## src/rtl/decode_general_register_pkg.sv

```systemverilog
// rtl/decode_general_register_pkg.sv - shared register-index constants, mode enum and select type
package decode_general_register_pkg;

  localparam logic [2:0] REG_0 = 3'd0;
  localparam logic [2:0] REG_1 = 3'd1;
  localparam logic [2:0] REG_2 = 3'd2;
  localparam logic [2:0] REG_3 = 3'd3;
  localparam logic [2:0] REG_4 = 3'd4;
  localparam logic [2:0] REG_5 = 3'd5;
  localparam logic [2:0] REG_6 = 3'd6;
  localparam logic [2:0] REG_7 = 3'd7;

  typedef enum logic [1:0] {
    MODE_NONE = 2'd0,
    MODE_8    = 2'd1,
    MODE_16   = 2'd2,
    MODE_32   = 2'd3
  } mode_e;

  typedef logic [7:0] sel_t;

  function automatic sel_t reg_onehot(input logic [2:0] idx);
    return sel_t'(8'd1 << idx);
  endfunction

endpackage

```

## src/rtl/decode_general_register_comb.sv

```systemverilog
// rtl/decode_general_register_comb.sv - combinational operand-size and reg-field decode
module decode_general_register_comb
  import decode_general_register_pkg::*;
(
  input  logic [2:0] instruction_reg_i,
  input  logic       bit_width_16_i,
  input  logic       bit_width_32_i,
  input  logic       w_is_present_i,
  input  logic       w_i,
  output mode_e      mode_o,
  output sel_t       sel8_o,
  output sel_t       sel16_o,
  output sel_t       sel32_o
);

  mode_e mode;
  sel_t  sel;

  // Byte mode outranks the width inputs; equal widths decode to nothing.
  always_comb begin
    mode = MODE_NONE;
    if (w_is_present_i && !w_i) begin
      mode = MODE_8;
    end else if (bit_width_16_i && !bit_width_32_i) begin
      mode = MODE_16;
    end else if (bit_width_32_i && !bit_width_16_i) begin
      mode = MODE_32;
    end
  end

  always_comb begin
    sel     = reg_onehot(instruction_reg_i);
    mode_o  = mode;
    sel8_o  = (mode == MODE_8)  ? sel : '0;
    sel16_o = (mode == MODE_16) ? sel : '0;
    sel32_o = (mode == MODE_32) ? sel : '0;
  end

endmodule

```

## src/rtl/decode_general_register.sv

```systemverilog
// rtl/decode_general_register.sv - registered general-register select decode
// Optional width_conflict output compiled in by DECODE_GENERAL_REGISTER_CHECK_EN.
module decode_general_register
  import decode_general_register_pkg::*;
(
  input  logic       clock,
  input  logic       reset,
  input  logic [2:0] instruction_reg,
  input  logic       bit_width_16,
  input  logic       bit_width_32,
  input  logic       w_is_present,
  input  logic       w,
  output logic       AL,
  output logic       CL,
  output logic       DL,
  output logic       BL,
  output logic       AH,
  output logic       CH,
  output logic       DH,
  output logic       BH,
  output logic       AX,
  output logic       CX,
  output logic       DX,
  output logic       BX,
  output logic       SP,
  output logic       BP,
  output logic       SI,
  output logic       DI,
  output logic       EAX,
  output logic       ECX,
  output logic       EDX,
  output logic       EBX,
  output logic       ESP,
  output logic       EBP,
  output logic       ESI,
  output logic       EDI
`ifdef DECODE_GENERAL_REGISTER_CHECK_EN
  ,
  output logic       width_conflict
`endif
);

  mode_e mode;
  sel_t  sel8, sel16, sel32;
  sel_t  sel8_d, sel16_d, sel32_d;
  sel_t  sel8_q, sel16_q, sel32_q;

  decode_general_register_comb u_comb (
    .instruction_reg_i (instruction_reg),
    .bit_width_16_i    (bit_width_16),
    .bit_width_32_i    (bit_width_32),
    .w_is_present_i    (w_is_present),
    .w_i               (w),
    .mode_o            (mode),
    .sel8_o            (sel8),
    .sel16_o           (sel16),
    .sel32_o           (sel32)
  );

  // Only the group named by the mode may load, so the register bank stays one-hot-or-zero.
  always_comb begin
    sel8_d  = '0;
    sel16_d = '0;
    sel32_d = '0;
    case (mode)
      MODE_8:  sel8_d  = sel8;
      MODE_16: sel16_d = sel16;
      MODE_32: sel32_d = sel32;
      default: ;
    endcase
  end

  always_ff @(posedge clock or posedge reset) begin
    if (reset) begin
      sel8_q  <= '0;
      sel16_q <= '0;
      sel32_q <= '0;
    end else begin
      sel8_q  <= sel8_d;
      sel16_q <= sel16_d;
      sel32_q <= sel32_d;
    end
  end

`ifdef DECODE_GENERAL_REGISTER_CHECK_EN
  logic conflict_d, conflict_q;

  always_comb begin
    conflict_d = bit_width_16 && bit_width_32 && (mode != MODE_8);
  end

  always_ff @(posedge clock or posedge reset) begin
    if (reset) begin
      conflict_q <= 1'b0;
    end else begin
      conflict_q <= conflict_d;
    end
  end

  assign width_conflict = conflict_q;
`endif

  assign AL  = sel8_q[REG_0];
  assign CL  = sel8_q[REG_1];
  assign DL  = sel8_q[REG_2];
  assign BL  = sel8_q[REG_3];
  assign AH  = sel8_q[REG_4];
  assign CH  = sel8_q[REG_5];
  assign DH  = sel8_q[REG_6];
  assign BH  = sel8_q[REG_7];

  assign AX  = sel16_q[REG_0];
  assign CX  = sel16_q[REG_1];
  assign DX  = sel16_q[REG_2];
  assign BX  = sel16_q[REG_3];
  assign SP  = sel16_q[REG_4];
  assign BP  = sel16_q[REG_5];
  assign SI  = sel16_q[REG_6];
  assign DI  = sel16_q[REG_7];

  assign EAX = sel32_q[REG_0];
  assign ECX = sel32_q[REG_1];
  assign EDX = sel32_q[REG_2];
  assign EBX = sel32_q[REG_3];
  assign ESP = sel32_q[REG_4];
  assign EBP = sel32_q[REG_5];
  assign ESI = sel32_q[REG_6];
  assign EDI = sel32_q[REG_7];

endmodule

```

## config.mk

```make
export PLATFORM = sky130hd
export DESIGN_NAME = decode_general_register
export DESIGN_NICKNAME = d
export VERILOG_FILES = /design/src/rtl/decode_general_register_pkg.sv /design/src/rtl/decode_general_register_comb.sv /design/src/rtl/decode_general_register.sv
export SDC_FILE = /design/constraint.sdc
export NUM_CORES = 1
export LEC_CHECK = 0
export CELL_PAD_IN_SITES_DETAIL_PLACEMENT = 0
export CELL_PAD_IN_SITES_GLOBAL_PLACEMENT = 2
export CORE_MARGIN = 2
export CORE_UTILIZATION = 28
export DETAILED_ROUTE_END_ITERATION = 8
export HOLD_SLACK_MARGIN = 0.1
export MAX_ROUTING_LAYER = met4
export PLACE_DENSITY = 0.86
export SYNTH_ARGS = -nofsm -noshare
export SYNTH_HDL_FRONTEND = slang
export SYNTH_SLANG_ARGS = --single-unit
```

## constraint.sdc

```tcl
create_clock -name clock -period 1.07 [get_ports clock]
set_input_delay 0.214 -clock clock [delete_from_list [all_inputs] [get_ports clock]]
set_output_delay 0.214 -clock clock [all_outputs]
set_load 0.1 [all_outputs]
```

# After elaboration in Yosys (flattened, before gate mapping)

Index checks and enable logic that the tools add are counted.

Output and inout port bits: 24
Register bits: 24
Input bits: 9
Logic and storage cells: 19

Eq/ne operators: 3
Reductions and logical operators: 6
Muxes and demuxes: 6
Shift-type cells: 1

Operators by type and width:

| operator                                                               | number |
|---|---|
| 8-bit 2-to-1 mux                                                       | 3 |
| 1-bit by 3-bit << shifter with 8-bit output (first input constant)     | 1 |
| 2-bit 2-to-1 mux                                                       | 3 |
| 2-bit equality test (second input constant)                            | 2 |
| 1-bit logical AND                                                      | 3 |
| 1-bit logical NOT                                                      | 3 |
| 2-bit by 1-bit equality test with 1-bit output (second input constant) | 1 |

# Longest topological paths before layout

Depth in word-level cells: 7
Gate-level depth with buffers: 5
Mapped depth without buffers: 4

# Modules after synthesis

From an unflattened synthesis, not the netlist that was laid out.

Cell total of the unflattened synthesis: 99
Area total of the unflattened synthesis: 1094.8 µm²

By module, submodules not included:

| module                       | cells each | sequential area each (µm²) | times used | area an instance (µm²) |
|---|---|---|---|---|
| decode_general_register      | 53         | 600.6                      | 1          | 824.5 |
| decode_general_register_comb | 46         | 0.0                        | 1          | 270.3 |

# Worst setup path after synthesis

No wires, ideal clock.

Path type: input to register
From: input bit_width_16
To: register sel16_q[0]
Library setup time: 0.086 ns
Slack: -0.109 ns
Data required time: 0.984 ns
Path buffers: 1
Arrival: 1.093 ns
Stages: 5
Cells stage by stage: inv_1 ha_1 or2_2 clkbuf_1 nor3_1

Longest elaborated chain between the ends: 7
Elaborated cells between the ends (all ways): 8
Those cells by class: 1 x eq/ne; 4 x mux; 3 x reduce/logical

Ends and longest elaborated chain:

| element               | RTL line                                                          | source |
|---|---|---|
| start, declared       | decode_general_register.sv:9                                      | `input logic bit_width_16,` |
| 1-bit logical NOT     | decode_general_register_comb.sv:26                                | `end else if (bit_width_32_i && !bit_width_16_i) begin` |
| 1-bit logical AND     | decode_general_register_comb.sv:26                                |  |
| 2-bit 2-to-1 mux      | decode_general_register_comb.sv:26                                |  |
| 2-bit 2-to-1 mux *    | decode_general_register_comb.sv:24                                | `end else if (bit_width_16_i && !bit_width_32_i) begin` |
| 2-bit 2-to-1 mux *    | decode_general_register_comb.sv:22                                | `if (w_is_present_i && !w_i) begin` |
| 2-bit equality test * | decode_general_register_comb.sv:35, decode_general_register.sv:65 |  |
| 8-bit 2-to-1 mux *    | decode_general_register.sv:65                                     | `case (mode)` |
| net sel16_d[0]        | decode_general_register.sv:45                                     | `sel_t sel8_d, sel16_d, sel32_d;` |
| end signal, assigned  | decode_general_register.sv:80                                     | `sel16_q <= sel16_d;` |
| end, declared         | decode_general_register.sv:46                                     | `sel_t sel8_q, sel16_q, sel32_q;` |

The timed path passes the listed nets; every way through them passes the cells marked *.

# Worst setup path in the final report

From: register sel16_q[2]
To: output DX

RTL lines:

| element       | RTL line                      | source |
|---|---|---|
| end, declared | decode_general_register.sv:23 | `output logic DX,` |

No word-level cell between the ends.

==> flow_metrics.py <==
metrics = {
    "logic_synthesis": {
        "yosysTopAreaCell": "dfrtp_1",
        "yosys-top-cells-area": "dfrtp_1, nor3_1, nor3_2",
        "synthFlopType": "dfrtp_1",
        "synth_most_common_cell": "dfrtp_1",
        "synth.avg_cell_area_um2": 12.5,
        "synth_common_cells": "dfrtp_1, nor3_1, nor2_1",
        "yosys.cell_types.count": 15,
        "yosysTopAreaCellShare_pct": 70.5,
        "yosysSeqAreaShare_pct": 70.5,
        "syn_area_um2": 852,
        "synth-async-reset-ratio_pct": 100,
        "synthCells": 68,
        "syn-num-nets": 78,
        "ys_ff_latch": 24,
        "ys_warn_count": 0,
        "synth-edff-count": 0,
    },
    "routing": {
        "finalWirelength_um": 1740,
        "detail_route.iter0.violations": 12,
        "vias_per_cell": 4.43,
        "drtPass1Iterations": 2,
        "wl_per_cell_um": 12.6,
        "ant_nets": 0,
        "drc_errors": 0,
        "vias": 611,
    },
    "setup_path": {
        "critPathKind": "register to primary output",
        "start_kind": "register",
        "worst-path-stages": 1,
        "critPathCaptureType": "primary output",
        "path_cells": "buf_12",
        "critPathSlowestCell": "dfrtp_2",
        "cp.required_ns": 0.86,
        "cp.arrival_ns": 0.91,
        "path_buf_inv": 1,
        "crit_family": "flip-flops",
        "critPathMaxFanout": 1,
        "max_stage_delay_ns": 0.44,
    },
    "sta": {
        "post-route-min-period_ns": 1.12,
        "setup_tns_ns": -1.00,
        "worst_slew_pin_slew_ns": 0.220,
        "fin_crit_sh_pct": 105,
        "setup_viol": 24,
        "rsz0062_at_grt": "yes",
        "slew_violations": 0,
        "maxSlewHeadroom_pct": 85.3,
        "hold_viol": 0,
        "clock.fmax_mhz": 890,
        "layout_setup_ws_ns": -0.0541,
    },
    "clocking": {
        "cts_sinks": 24,
        "clock-root-buffer": "clkbuf_4",
        "clk_pin_slew_ns": 0.12,
        "cts_tree": "built",
        "cts_buffers": 3,
        "cts-htree-levels": 1,
        "cts_buffer_depth": 2,
    },
    "power_and_ir_drop": {
        "power_frac_comb_pct": 19.9,
        "switching_share_pct": 26.7,
        "p_int_uw": 1260,
        "p_per_area_nw_per_um2": 1060,
        "power_frac_seq_pct": 54.3,
        "p_switching_uw": 460,
        "pwr-share-clk_pct": 25.9,
        "fin_total_pwr_uw": 1720,
        "irDropWorstVdd_v": 0.000519,
        "leakage_uw": 0.000660,
    },
    "die": {
        "io_pins": 33,
        "floorplan.initialDensity_pct": 28.6,
        "die_y_um": 59.2,
        "die-area_um2": 3500,
        "rows": 20,
        "coreArea_um2": 2980,
        "die_w_um": 59.2,
    },
    "cells_and_area": {
        "fin_util_pct": 54.7,
        "drive_gt1_share_pct": 70.5,
        "fin_nets": 116,
        "area.growth.synth_to_final_pct": 91.0,
        "n_antenna_cell": 0,
        "final_cell_area_um2": 1630,
        "stdcell_count": 138,
    },
    "min_path": {
        "holdCritPathClass": "input pin to asynchronous set/reset pin",
    },
    "global_route": {
        "met3_usage_pct": 1.53,
        "grt_max_degree": 25,
        "grt.total_usage_pct": 12.9,
        "grt_pass1_wl_um": 3260,
        "use_met1_pct": 16.9,
        "grt.busiest_layer": "met2",
        "overflow": 0,
        "grt_pass1_vias": 658,
        "antenna_found_initial": 0,
        "use_met2_pct": 20.5,
    },
    "place": {
        "gp_congestion": 0.770,
        "dp_hpwl_um": 1360,
        "place_inst": 134,
        "io_buffers": 32,
        "placed_cell_area_um2": 1580,
    },
    "status": {
        "status": "finished, violations left",
        "violations": "negative setup slack",
    },
    "flow_run": {
        "maxCapViolCount": 0,
    },
}
flip-flops by register name (all words and copies together) (netlist names):
name,cells
sel32_q,8
sel8_q,8
sel16_q,8
routing by layer:
metal,part of all wire [%],wire (um)
met2,53,923
met3,3.4,59
met5,0,0
met1,42,725
met4,1.7,29
stage by stage:
| step | setup WS (ns) | hold slack [ns] |
|---|---|---|
| floorplan | -0.0239 | 0.228 |
| global placement | -0.502 | 0.564 |
| detailed placement | -0.555 | 0.557 |
| CTS | -0.0707 | 0.221 |
| global route | -0.0939 | 0.237 |
| finish | -0.0541 | 0.223 |
cells by family after synthesis:
| family | count (synthesis) | share of synthesized area, % |
|---|---|---|
| adders and majority gates | 1 | 1.47 |
| buffers and inverters | 7 | 3.38 |
| DFF | 24 | 70.5 |
| and+or+nand+nor | 36 | 24.7 |
final timing paths:
check,start,to,slack (ns)
max in group asynchronous,reset,sel32_q[0],0.70
max,sel16_q[2],DX,-0.05
min,reset,sel8_q[3],0.22
min in group clock,instruction_reg[1],sel16_q[7],0.43
placed cells by master, fill, tap and decap left out:
cell type | synthesis | final
clkbuf_4 | 0 | 3
buf_12 | 0 | 26
nand2b_4 | 0 | 1
or3b_4 | 0 | 1
nand3_1 | 1 | 1
ha_4 | 0 | 1
buf_4 | 0 | 4
dfrtp_2 | 0 | 24
nor3_1 | 13 | 5
dlygate4sd2_1 | 0 | 5
inv_1 | 2 | 1
or3_1 | 1 | 1
or3b_1 | 3 | 2
clkdlybuf4s50_1 | 0 | 3
nand2b_1 | 2 | 1
nand3b_1 | 3 | 3
nor3_2 | 3 | 11
or2_4 | 0 | 1
nor2_1 | 8 | 8
nor2b_1 | 1 | 1
inv_2 | 0 | 1
clkbuf_8 | 0 | 1
power by group through the flow:
stage	combinational, uW	sequential, uW	clock (uW)
2_1_floorplan	96.1	1050	0
3_3_place_gp	337	953	0
3_5_place_dp	341	954	0
4_1_cts	348	936	468
5_1_grt	367	938	503
6_report	343	935	446
cell type report:
type | instances | area, um^2
clock buffers | 4 | 36.3
fillers | 257 | 1350
inverters | 2 | 7.51
multi-input cells | 37 | 288
flip-flops and latches | 24 | 631
well taps | 33 | 41.3
repair buffers | 38 | 624
what timing repair did:
item                       4_1_cts  5_1_grt
resized for setup               10        0
cloned                           0        0
hold buffers                     0        0
buffers inserted                 0        0
hold endpoints to repair         0        0
setup endpoints to repair       43       24
pin swaps                        3        0
Power figures use the tool's default switching activity.
